$ cat config.mk
export PLATFORM = sky130hd
export DESIGN_NAME = coherent_count_reader
export DESIGN_NICKNAME = d
export VERILOG_FILES = /design/src/rtl/coherent_count_reader.sv
export SDC_FILE = /design/constraint.sdc
export NUM_CORES = 1
export LEC_CHECK = 0
export BUFFER_PORTS_ARGS = -buffer_cell sky130_fd_sc_hd__buf_2
export CORE_ASPECT_RATIO = 0.9
export CORE_MARGIN = 1
export CORE_UTILIZATION = 57
export DETAILED_ROUTE_END_ITERATION = 8
export GPL_ROUTABILITY_DRIVEN = 1
export PLACE_DENSITY_LB_ADDON = 0.25
export SLEW_MARGIN = 20
export SYNTH_ARGS = -nofsm -noshare
export SYNTH_HDL_FRONTEND = slang
export SYNTH_SLANG_ARGS = --single-unit
$ cat constraint.sdc
create_clock -name xclk -period 3.1 [get_ports xclk]
set_clock_uncertainty 0.15 [all_clocks]
set_input_delay 0.31 -clock xclk [delete_from_list [all_inputs] [get_ports xclk]]
set_output_delay 0.31 -clock xclk [all_outputs]
set_load 0.05 [all_outputs]
$ cat src/rtl/coherent_count_reader.sv
// Coherent LOW/HIGH word reader for a free-running 32-bit counter.
// A LOW read freezes a snapshot until the matching HIGH read, a write, or a timeout.
module coherent_count_reader #(
    parameter logic [7:0]  ADDR_LOW       = 8'h10,
    parameter logic [7:0]  ADDR_HIGH      = 8'h11,
    parameter logic [7:0]  ADDR_STATUS    = 8'h12,
    parameter logic [7:0]  ADDR_CLEAR     = 8'h13,
    parameter logic [15:0] TIMEOUT_CYCLES = 16'd1000
) (
    input  logic        xclk,
    input  logic        reset,
    input  logic        write_qualified,
    input  logic        read_qualified,
    input  logic [7:0]  ab,
    input  logic [31:0] count_in,
    output logic [15:0] db_out_CR,
    output logic        data_from_CR_avail,
    output logic        hold_active
);

    typedef enum logic [0:0] {StIdle, StHeld} state_e;

    state_e      state_q, state_d;
    logic [31:0] snapshot_q, snapshot_d;
    logic [15:0] timer_q, timer_d;
    logic [7:0]  abandon_q, abandon_d;
    logic [15:0] db_q, db_d;
    logic        avail_q, avail_d;
    logic [7:0]  read_ab_q, read_ab_d;
    logic        hold_q;
    logic        read_qualified_d1;
    logic        write_qualified_d1;

    logic read_ev, write_ev;
    logic rd_low, rd_high, rd_status;
    logic clear_ev;
    logic hold_abort;

    // One action per strobe assertion, regardless of strobe length
    assign read_ev  = read_qualified & ~read_qualified_d1;
    assign write_ev = write_qualified & ~write_qualified_d1;

    assign rd_low    = read_ev & (ab == ADDR_LOW);
    assign rd_high   = read_ev & (ab == ADDR_HIGH);
    assign rd_status = read_ev & (ab == ADDR_STATUS);
    assign clear_ev  = write_ev & (ab == ADDR_CLEAR);

    always_comb begin
        state_d    = state_q;
        snapshot_d = snapshot_q;
        timer_d    = timer_q;
        hold_abort = 1'b0;
        unique case (state_q)
            StIdle: begin
                if (rd_low) begin
                    state_d = StHeld;
                    timer_d = TIMEOUT_CYCLES;
                end else begin
                    snapshot_d = count_in;
                end
            end
            StHeld: begin
                if (timer_q > 16'd1) begin
                    timer_d = timer_q - 16'd1;
                end
                // HIGH read beats write abort, which beats timeout; a LOW read only reloads
                if (rd_high) begin
                    state_d = StIdle;
                end else if (write_ev) begin
                    state_d    = StIdle;
                    hold_abort = 1'b1;
                end else if (timer_q == 16'd1) begin
                    state_d    = StIdle;
                    hold_abort = 1'b1;
                end else if (rd_low) begin
                    timer_d = TIMEOUT_CYCLES;
                end
            end
            default: begin
                state_d = StIdle;
            end
        endcase
    end

    // Clear wins over a simultaneous abandon increment
    always_comb begin
        abandon_d = abandon_q;
        if (clear_ev) begin
            abandon_d = 8'h00;
        end else if (hold_abort && (abandon_q != 8'hFF)) begin
            abandon_d = abandon_q + 8'd1;
        end
    end

    always_comb begin
        db_d      = db_q;
        read_ab_d = read_ab_q;
        avail_d   = avail_q & read_qualified & (ab == read_ab_q);
        if (read_ev) begin
            read_ab_d = ab;
            avail_d   = 1'b1;
            if (rd_low) begin
                db_d = snapshot_q[15:0];
            end else if (rd_high) begin
                db_d = snapshot_q[31:16];
            end else if (rd_status) begin
                db_d = {hold_q, 7'b0, abandon_q};
            end else begin
                db_d    = 16'hFFFF;
                avail_d = 1'b0;
            end
        end
    end

    always_ff @(posedge xclk or negedge reset) begin
        if (!reset) begin
            state_q            <= StIdle;
            snapshot_q         <= 32'h0;
            timer_q            <= 16'h0;
            abandon_q          <= 8'h0;
            db_q               <= 16'h0;
            avail_q            <= 1'b0;
            read_ab_q          <= 8'h0;
            hold_q             <= 1'b0;
            read_qualified_d1  <= 1'b0;
            write_qualified_d1 <= 1'b0;
        end else begin
            state_q            <= state_d;
            snapshot_q         <= snapshot_d;
            timer_q            <= timer_d;
            abandon_q          <= abandon_d;
            db_q               <= db_d;
            avail_q            <= avail_d;
            read_ab_q          <= read_ab_d;
            hold_q             <= (state_d == StHeld);
            read_qualified_d1  <= read_qualified;
            write_qualified_d1 <= write_qualified;
        end
    end

    assign db_out_CR          = db_q;
    assign data_from_CR_avail = avail_q;
    assign hold_active        = hold_q;

endmodule

==> flow_summary.json, run 1 <==
{
  "gp_congestion": 0.9319,
  "design_area_um2": 4980,
  "clock_latency_at_the_later_pin_of_the_worst_skew_pair_ps": 360,
  "synth_async_sr_flop_share_pct": 100.0,
  "setup.worst_path.class": "flop to flop",
  "synth_nets": 496,
  "adder_cell_fraction_of_synth_area_pct": 0.9202,
  "dpl.cell_count": 586,
  "number_of_core_rows": 28,
  "holdCritPathClass": "input pin to flop",
  "slew_viol_final": 0,
  "postSynth.topFlopCell": "sky130_fd_sc_hd__dfrtp_1",
  "cts_num_sinks": 84,
  "final-instance-count-excl-fill": 630,
  "outcome": "completed",
  "die-area_um2": 7499,
  "critical_path.cell_chain": "or4_1 > or4b_1 > o21a_1 > and3_1 > o22a_1",
  "cts.reportedPaths.clkPinSlew_ps": 90,
  "clock_tree.root_cell": "sky130_fd_sc_hd__clkbuf_8",
  "cp.buffers_inverters": 0,
  "die-height_um": 82.25,
  "die_x_um": 91.17,
  "place_hpwl_um": 6667,
  "timing.critical_path.slowest_cell_delay_ps": 740,
  "n_fill_cell": 513,
  "n_antenna_cell": 0,
  "worst-slew-pin-transition_ps": 896.1,
  "vdd_drop_max_mv": 0.3461,
  "finalSetupTns_ps": 0,
  "clock_path_buffers": 2,
  "maximum_level_of_the_cts_h_tree": 3,
  "max-cap-violations": 0,
  "post-route-drc-count": 0,
  "cts_inserted_buffers": 9,
  "maxClockFrequency_ghz": 0.3682,
  "first_iter_violations": 295,
  "crit_path_max_fanout": 11,
  "nets": 582,
  "floorplan.io_pins": 62,
  "crit_path_top_delay_cell": "sky130_fd_sc_hd__or4_1",
  "max-slew-margin-rel_pct": 40.04,
  "synth.distinct_cells": 54,
  "post-layout-total-power_mw": 2.730,
  "mean_post_synth_cell_area_um2": 9.084,
  "global_route.usage.total_pct": 29.82,
  "rsz0062_at_grt": "false",
  "number_of_enable_type_register_cells_in_the_synthesized_netlist": 0,
  "ys.warnings.count": 0,
  "static-leakage-power_nw": 2.236,
  "required_ps": 3190,
  "compound_cell_area_share_of_the_yosys_netlist_pct": 12.85,
  "final_layout_size_suffix_gt1_share_pct": 19.81,
  "post_synth_and_or_nand_nor_area_fraction_pct": 25.61,
  "most-common-layout-cells": "128 x sky130_fd_sc_hd__nand2_1, 84 x sky130_fd_sc_hd__dfrtp_1, 60 x sky130_fd_sc_hd__buf_2",
  "grt_pass1_vias": 3588,
  "main_combinational_cell_family_by_area_after_synthesis": "simple AND/OR/NAND/NOR gates",
  "pwr_density_cell_nw_per_um2": 548.2,
  "final_period_minus_worst_setup_slack_ps": 2716,
  "antenna_found_initial": 0,
  "critical_path.startpoint_type": "flop",
  "flow.area_growth_from_synthesis_pct": 22.09,
  "coreArea_um2": 6761,
  "drtAntennaViolNets": 0,
  "vias": 3656,
  "worstSetupEndpointType": "flop",
  "clock_tree_from_tritoncts": "built",
  "mapped_cells": 449,
  "total_of_flip_flops_plus_latches_after_synthesis": 84,
  "grt_start_max_net_pins": 85,
  "finish.utilization_pct": 73.65,
  "grt_pass1_wl_um": 17260,
  "synth_xor_area_share_pct": 3.221,
  "firstDrtPassIters": 5,
  "crit_family": "simple AND/OR/NAND/NOR gates",
  "routed_wire_length_per_instance_um": 16.49,
  "setup-violations-final": 0,
  "grt_overflow": 0,
  "synth.cell_area_um2": 4079,
  "layout.cells.most_common": "sky130_fd_sc_hd__nand2_1",
  "detailed_place.area_um2": 4502,
  "synth-seq-area-share_pct": 51.53,
  "crit_arrival_ps": 2810,
  "post_drt_via_cell_ratio": 5.803,
  "start_util_pct": 60.33,
  "synth.mux.area_fraction_pct": 2.730,
  "final.period_utilization_pct": 87.61,
  "portBuffers": 61,
  "cts_post_setup_buffers_inserted": 0,
  "report.final.hold_viol_count": 0,
  "wirelength_um": 10390
}
==> metrics by stage <==
| stage | setup WS [ps] | hold WS [ps] |
|---|---|---|
| floorplan | 611.9 | -135.6 |
| global placement | 471.4 | 298.9 |
| detailed placement | 436.5 | 306.1 |
| CTS | 404.1 | 2.625 |
| global route | 287.9 | 18.16 |
| finish | 384.2 | 9.836 |
==> synthesized netlist by cell type (all sizes together) (4+ instances only) <==
cell type  count  share of area, %
nand2b         4              0.61
xor2           7               1.5
nand4          5               1.1
and3           4              0.61
a21oi         19               2.3
dfrtp         84                52
mux2           9               2.5
xnor2          8               1.7
clkbuf        22               2.0
buf            5              0.55
o21a           9               1.7
or3            6              0.92
nand3         12               1.6
or4            7               1.3
nor2          36               3.3
o22ai         10               1.5
nor4           5              0.77
nor3           8              0.98
nand2        128                12
inv            6              0.55
o21ai         14               1.8
a2111oi        7               1.5
==> cells by family (layout without fill, tap and decap cells) <==
| group | after synthesis | in the layout |
|---|---|---|
| and+or+nand+nor | 228 | 228 |
| DFF | 84 | 84 |
| AOI/OAI and AO/OA | 76 | 76 |
| buffers and inverters | 33 | 124 |
| xor gates and xnor gates | 15 | 15 |
| muxes | 10 | 10 |
| adders and majority gates | 3 | 3 |
==> state kept, by name, summed over array words and instances, names as in the netlist <==
| signal | cells |
|---|---|
| hold_active | 1 |
| timer_q | 16 |
| write_qualified_d1 | 1 |
| snapshot_q | 32 |
| read_qualified_d1 | 1 |
| data_from_CR_avail | 1 |
| abandon_q | 8 |
| read_ab_q | 8 |
| db_out_CR | 16 |
==> what timing repair did <==
item	4_1_cts	5_1_grt
hold buffers	27	1
endpoints found under the hold margin	27	84
gates resized for setup	0	0
==> report_power, final <==
group | internal (mW) | leakage (nW) | switching [mW]
Combinational | 0.243 | 1.18 | 0.366
Clock | 0.376 | 0.0897 | 0.407
Sequential | 1.21 | 0.971 | 0.125
==> routing by layer <==
layer	GRT usage (%)	wire length [µm]	share of wire, %
met3	6.227	554	5.3
met2	49.47	4881	47
met5	0	0	0
met1	40.20	4794	46
met4	9.048	157	1.5
==> layout make-up <==
| cell class | instances | area, µm² | share of cell area, % |
|---|---|---|---|
| well taps | 90 | 112.6 | 2.261 |
| clock inverters | 5 | 62.56 | 1.256 |
| multi-input cells | 332 | 1859 | 37.34 |
| repair buffers | 102 | 689.4 | 13.84 |
| clock buffers | 11 | 131.4 | 2.638 |
| inverters | 6 | 22.52 | 0.4523 |
| flip-flops and latches | 84 | 2102 | 42.21 |
==> worst register-to-register path, cell delays in order, from the launching register on <==
cell	delay [ps]
sky130_fd_sc_hd__dfrtp_1	410
sky130_fd_sc_hd__or4_1	740
sky130_fd_sc_hd__or4b_1	680
sky130_fd_sc_hd__o21a_1	260
sky130_fd_sc_hd__and3_1	170
sky130_fd_sc_hd__o22a_1	190
==> path summary, 6_finish.rpt <==
path	start	endpoint	slack, ps	cells after the start
max in group asynchronous	reset	timer_q[10]$_DFFE_PN0N_	1870	2
max	timer_q[6]$_DFFE_PN0N_	timer_q[15]$_DFFE_PN0N_	380	5
min	count_in[5]	snapshot_q[5]$_DFFE_PN0P_	10	3
max reg2reg	timer_q[6]$_DFFE_PN0N_	timer_q[15]$_DFFE_PN0N_	380	5
min reg2reg	snapshot_q[6]$_DFFE_PN0P_	snapshot_q[6]$_DFFE_PN0P_	320	2
min in group asynchronous	reset	db_out_CR[2]$_DFFE_PN0P_	400	2
(Power assumes the default switching activity.)
==> run 2, diff against run 1 <==
- REMOVE_ABC_BUFFERS: not set -> 1
- clock period: 3.1 -> 2.8 ns (I/O delays scaled with it)
==> run 2 against run 1 <==
  * Power rose by 10%
  * Sequential power up 10%
  * Sequential share of layout area is 0.83 points lower
  * Via count is 1.8% higher
  * Critical path depth unchanged
  * Worst hold slack improved by 9.1 ps
  * Cell area is 2.0% higher
  * Die area unchanged
  * Non-clock buffer count up 12
  * First-iteration DRC count is 32% lower
==> flow_summary.json, run 2 (same netlist as run 1, synthesis figures left out) <==
{
  "setup-violations-final": 0,
  "clock_tree.root_cell": "sky130_fd_sc_hd__clkbuf_8",
  "finish.utilization_pct": 75.13,
  "coreArea_um2": 6761,
  "clock_latency_at_the_later_pin_of_the_worst_skew_pair_ps": 360,
  "clock_tree_from_tritoncts": "built",
  "design_area_um2": 5080,
  "floorplan.io_pins": 62,
  "first_iter_violations": 200,
  "static-leakage-power_nw": 2.301,
  "slew_viol_final": 0,
  "post_drt_via_cell_ratio": 5.796,
  "gp_congestion": 0.9302,
  "cts_inserted_buffers": 9,
  "die_x_um": 91.17,
  "drtAntennaViolNets": 0,
  "post-layout-total-power_mw": 3.007,
  "n_fill_cell": 471,
  "worst-slew-pin-transition_ps": 738.0,
  "grt_pass1_vias": 3704,
  "outcome": "completed",
  "max-slew-margin-rel_pct": 50.11,
  "required_ps": 2900,
  "grt_start_max_net_pins": 56,
  "cp.buffers_inverters": 0,
  "antenna_found_initial": 0,
  "final.period_utilization_pct": 95.32,
  "vdd_drop_max_mv": 0.5294,
  "grt_overflow": 0,
  "place_hpwl_um": 6837,
  "maximum_level_of_the_cts_h_tree": 3,
  "critical_path.startpoint_type": "flop",
  "critical_path.reg2reg.endpoint": "timer_q[15]$_DFFE_PN0N_",
  "holdWs_ps": 18.95,
  "cts_num_sinks": 84,
  "timing.critical_path.slowest_cell_delay_ps": 710,
  "detailed_place.area_um2": 4552,
  "n_antenna_cell": 0,
  "layout.cells.most_common": "sky130_fd_sc_hd__nand2_1",
  "portBuffers": 61,
  "hold-path-endpoint": "read_ab_q[2]$_DFFE_PN0P_",
  "rr_startpoint": "timer_q[10]$_DFFE_PN0N_",
  "flow.area_growth_from_synthesis_pct": 24.54,
  "worst_hold_startpoint": "ab[2]",
  "pwr_density_cell_nw_per_um2": 592.0,
  "crit_family": "simple AND/OR/NAND/NOR gates",
  "finalSetupTns_ps": 0,
  "die-height_um": 82.25,
  "max-cap-violations": 0,
  "maxClockFrequency_ghz": 0.3747,
  "final_period_minus_worst_setup_slack_ps": 2669,
  "wirelength_um": 10850,
  "largest_register_ff_count": 32,
  "crit_path_max_fanout": 8,
  "cts_post_setup_buffers_inserted": 0,
  "setup.worst_path.class": "flop to flop",
  "post-route-drc-count": 0,
  "die-area_um2": 7499,
  "cts.reportedPaths.clkPinSlew_ps": 90,
  "grt_pass1_wl_um": 17460,
  "crit_path_top_delay_cell": "sky130_fd_sc_hd__or4_1",
  "nets": 594,
  "holdCritPathClass": "input pin to flop",
  "most-common-layout-cells": "128 x sky130_fd_sc_hd__nand2_1, 84 x sky130_fd_sc_hd__dfrtp_1, 60 x sky130_fd_sc_hd__buf_2",
  "start_util_pct": 60.33,
  "final_layout_size_suffix_gt1_share_pct": 20.47,
  "vias": 3721,
  "regMostFlops": "snapshot_q",
  "firstDrtPassIters": 4,
  "worstSetupEndpointType": "flop",
  "routed_wire_length_per_instance_um": 16.90,
  "global_route.usage.total_pct": 30.41,
  "crit_arrival_ps": 2770,
  "cts-resized-gates": 0,
  "critical_path.cell_chain": "or4_1 > or4b_1 > o21a_1 > and3_1 > o22a_1",
  "timing.reg2reg.setup_slack_ps": 130,
  "number_of_core_rows": 28,
  "path_depth_of_the_worst_reg2reg_path": 5,
  "clock_path_buffers": 2,
  "rsz0062_at_grt": "false",
  "whs_path_depth": 3,
  "report.final.hold_viol_count": 0
}
==> run 2: how the worst max path moves through the flow <==
stage	from	cells past startpoint	slack (ps)	end
6_report	timer_q[10]$_DFFE_PN0N_	5	130	timer_q[15]$_DFFE_PN0N_
5_1_grt	timer_q[1]$_DFFE_PN0N_	7	3	abandon_q[5]$_DFFE_PN0P_
4_1_cts	timer_q[10]$_DFFE_PN0N_	5	130	timer_q[15]$_DFFE_PN0N_
3_5_place_dp	timer_q[10]$_DFFE_PN0N_	5	150	timer_q[15]$_DFFE_PN0N_
3_3_place_gp	timer_q[10]$_DFFE_PN0N_	5	210	timer_q[15]$_DFFE_PN0N_
2_1_floorplan	read_qualified_d1$_DFF_PN0_	5	-700	timer_q[2]$_DFFE_PN0N_
==> run 2: per-layer routing <==
layer | wire length, µm | vias to the layer above | GRT usage (%)
li1 | - | 1747 | -
met1 | 4556 | 1791 | 36.30
met2 | 5371 | 158 | 53.56
met3 | 708 | 25 | 7.143
met4 | 216 | 0 | 13.65
met5 | 0 | - | 0
==> run 2: worst register-to-register path, delay by kind of cell, from the launching register on <==
kind	cells	cell delay, ps
flip-flops	1	420
AO/OA/AOI/OAI	2	440
AND/OR/NAND/NOR	3	1550
==> run 2: what timing repair did <==
item	CTS	global route
hold buffers	35	0
endpoints found under the hold margin	88	0
setup endpoints to repair	0	2
==> run 2: cell type report <==
type / instances / area (µm²) / share of cell area, %
flip-flops and latches: 84 / 2102 / 41.38
clock inverters: 5 / 36.28 / 0.7143
multi-input cells: 332 / 1859 / 36.60
repair buffers: 114 / 805.8 / 15.86
clock buffers: 11 / 141.4 / 2.783
inverters: 6 / 22.52 / 0.4433
well taps: 90 / 112.6 / 2.217
==> run 2: metrics by stage <==
stage,setup slack [ps],instances
2_1_floorplan,-704.9,422
3_3_place_gp,209.2,591
3_5_place_dp,151.4,591
4_1_cts,134.3,642
5_1_grt,2.561,642
6_report,130.9,642
==> run 2: where the power goes <==
group / switching [mW] / total [mW] / leakage, nW / internal, mW
clock: 0.454 / 0.802 / 0.0820 / 0.348
combinational: 0.419 / 0.724 / 1.25 / 0.305
sequential: 0.138 / 1.48 / 0.971 / 1.34
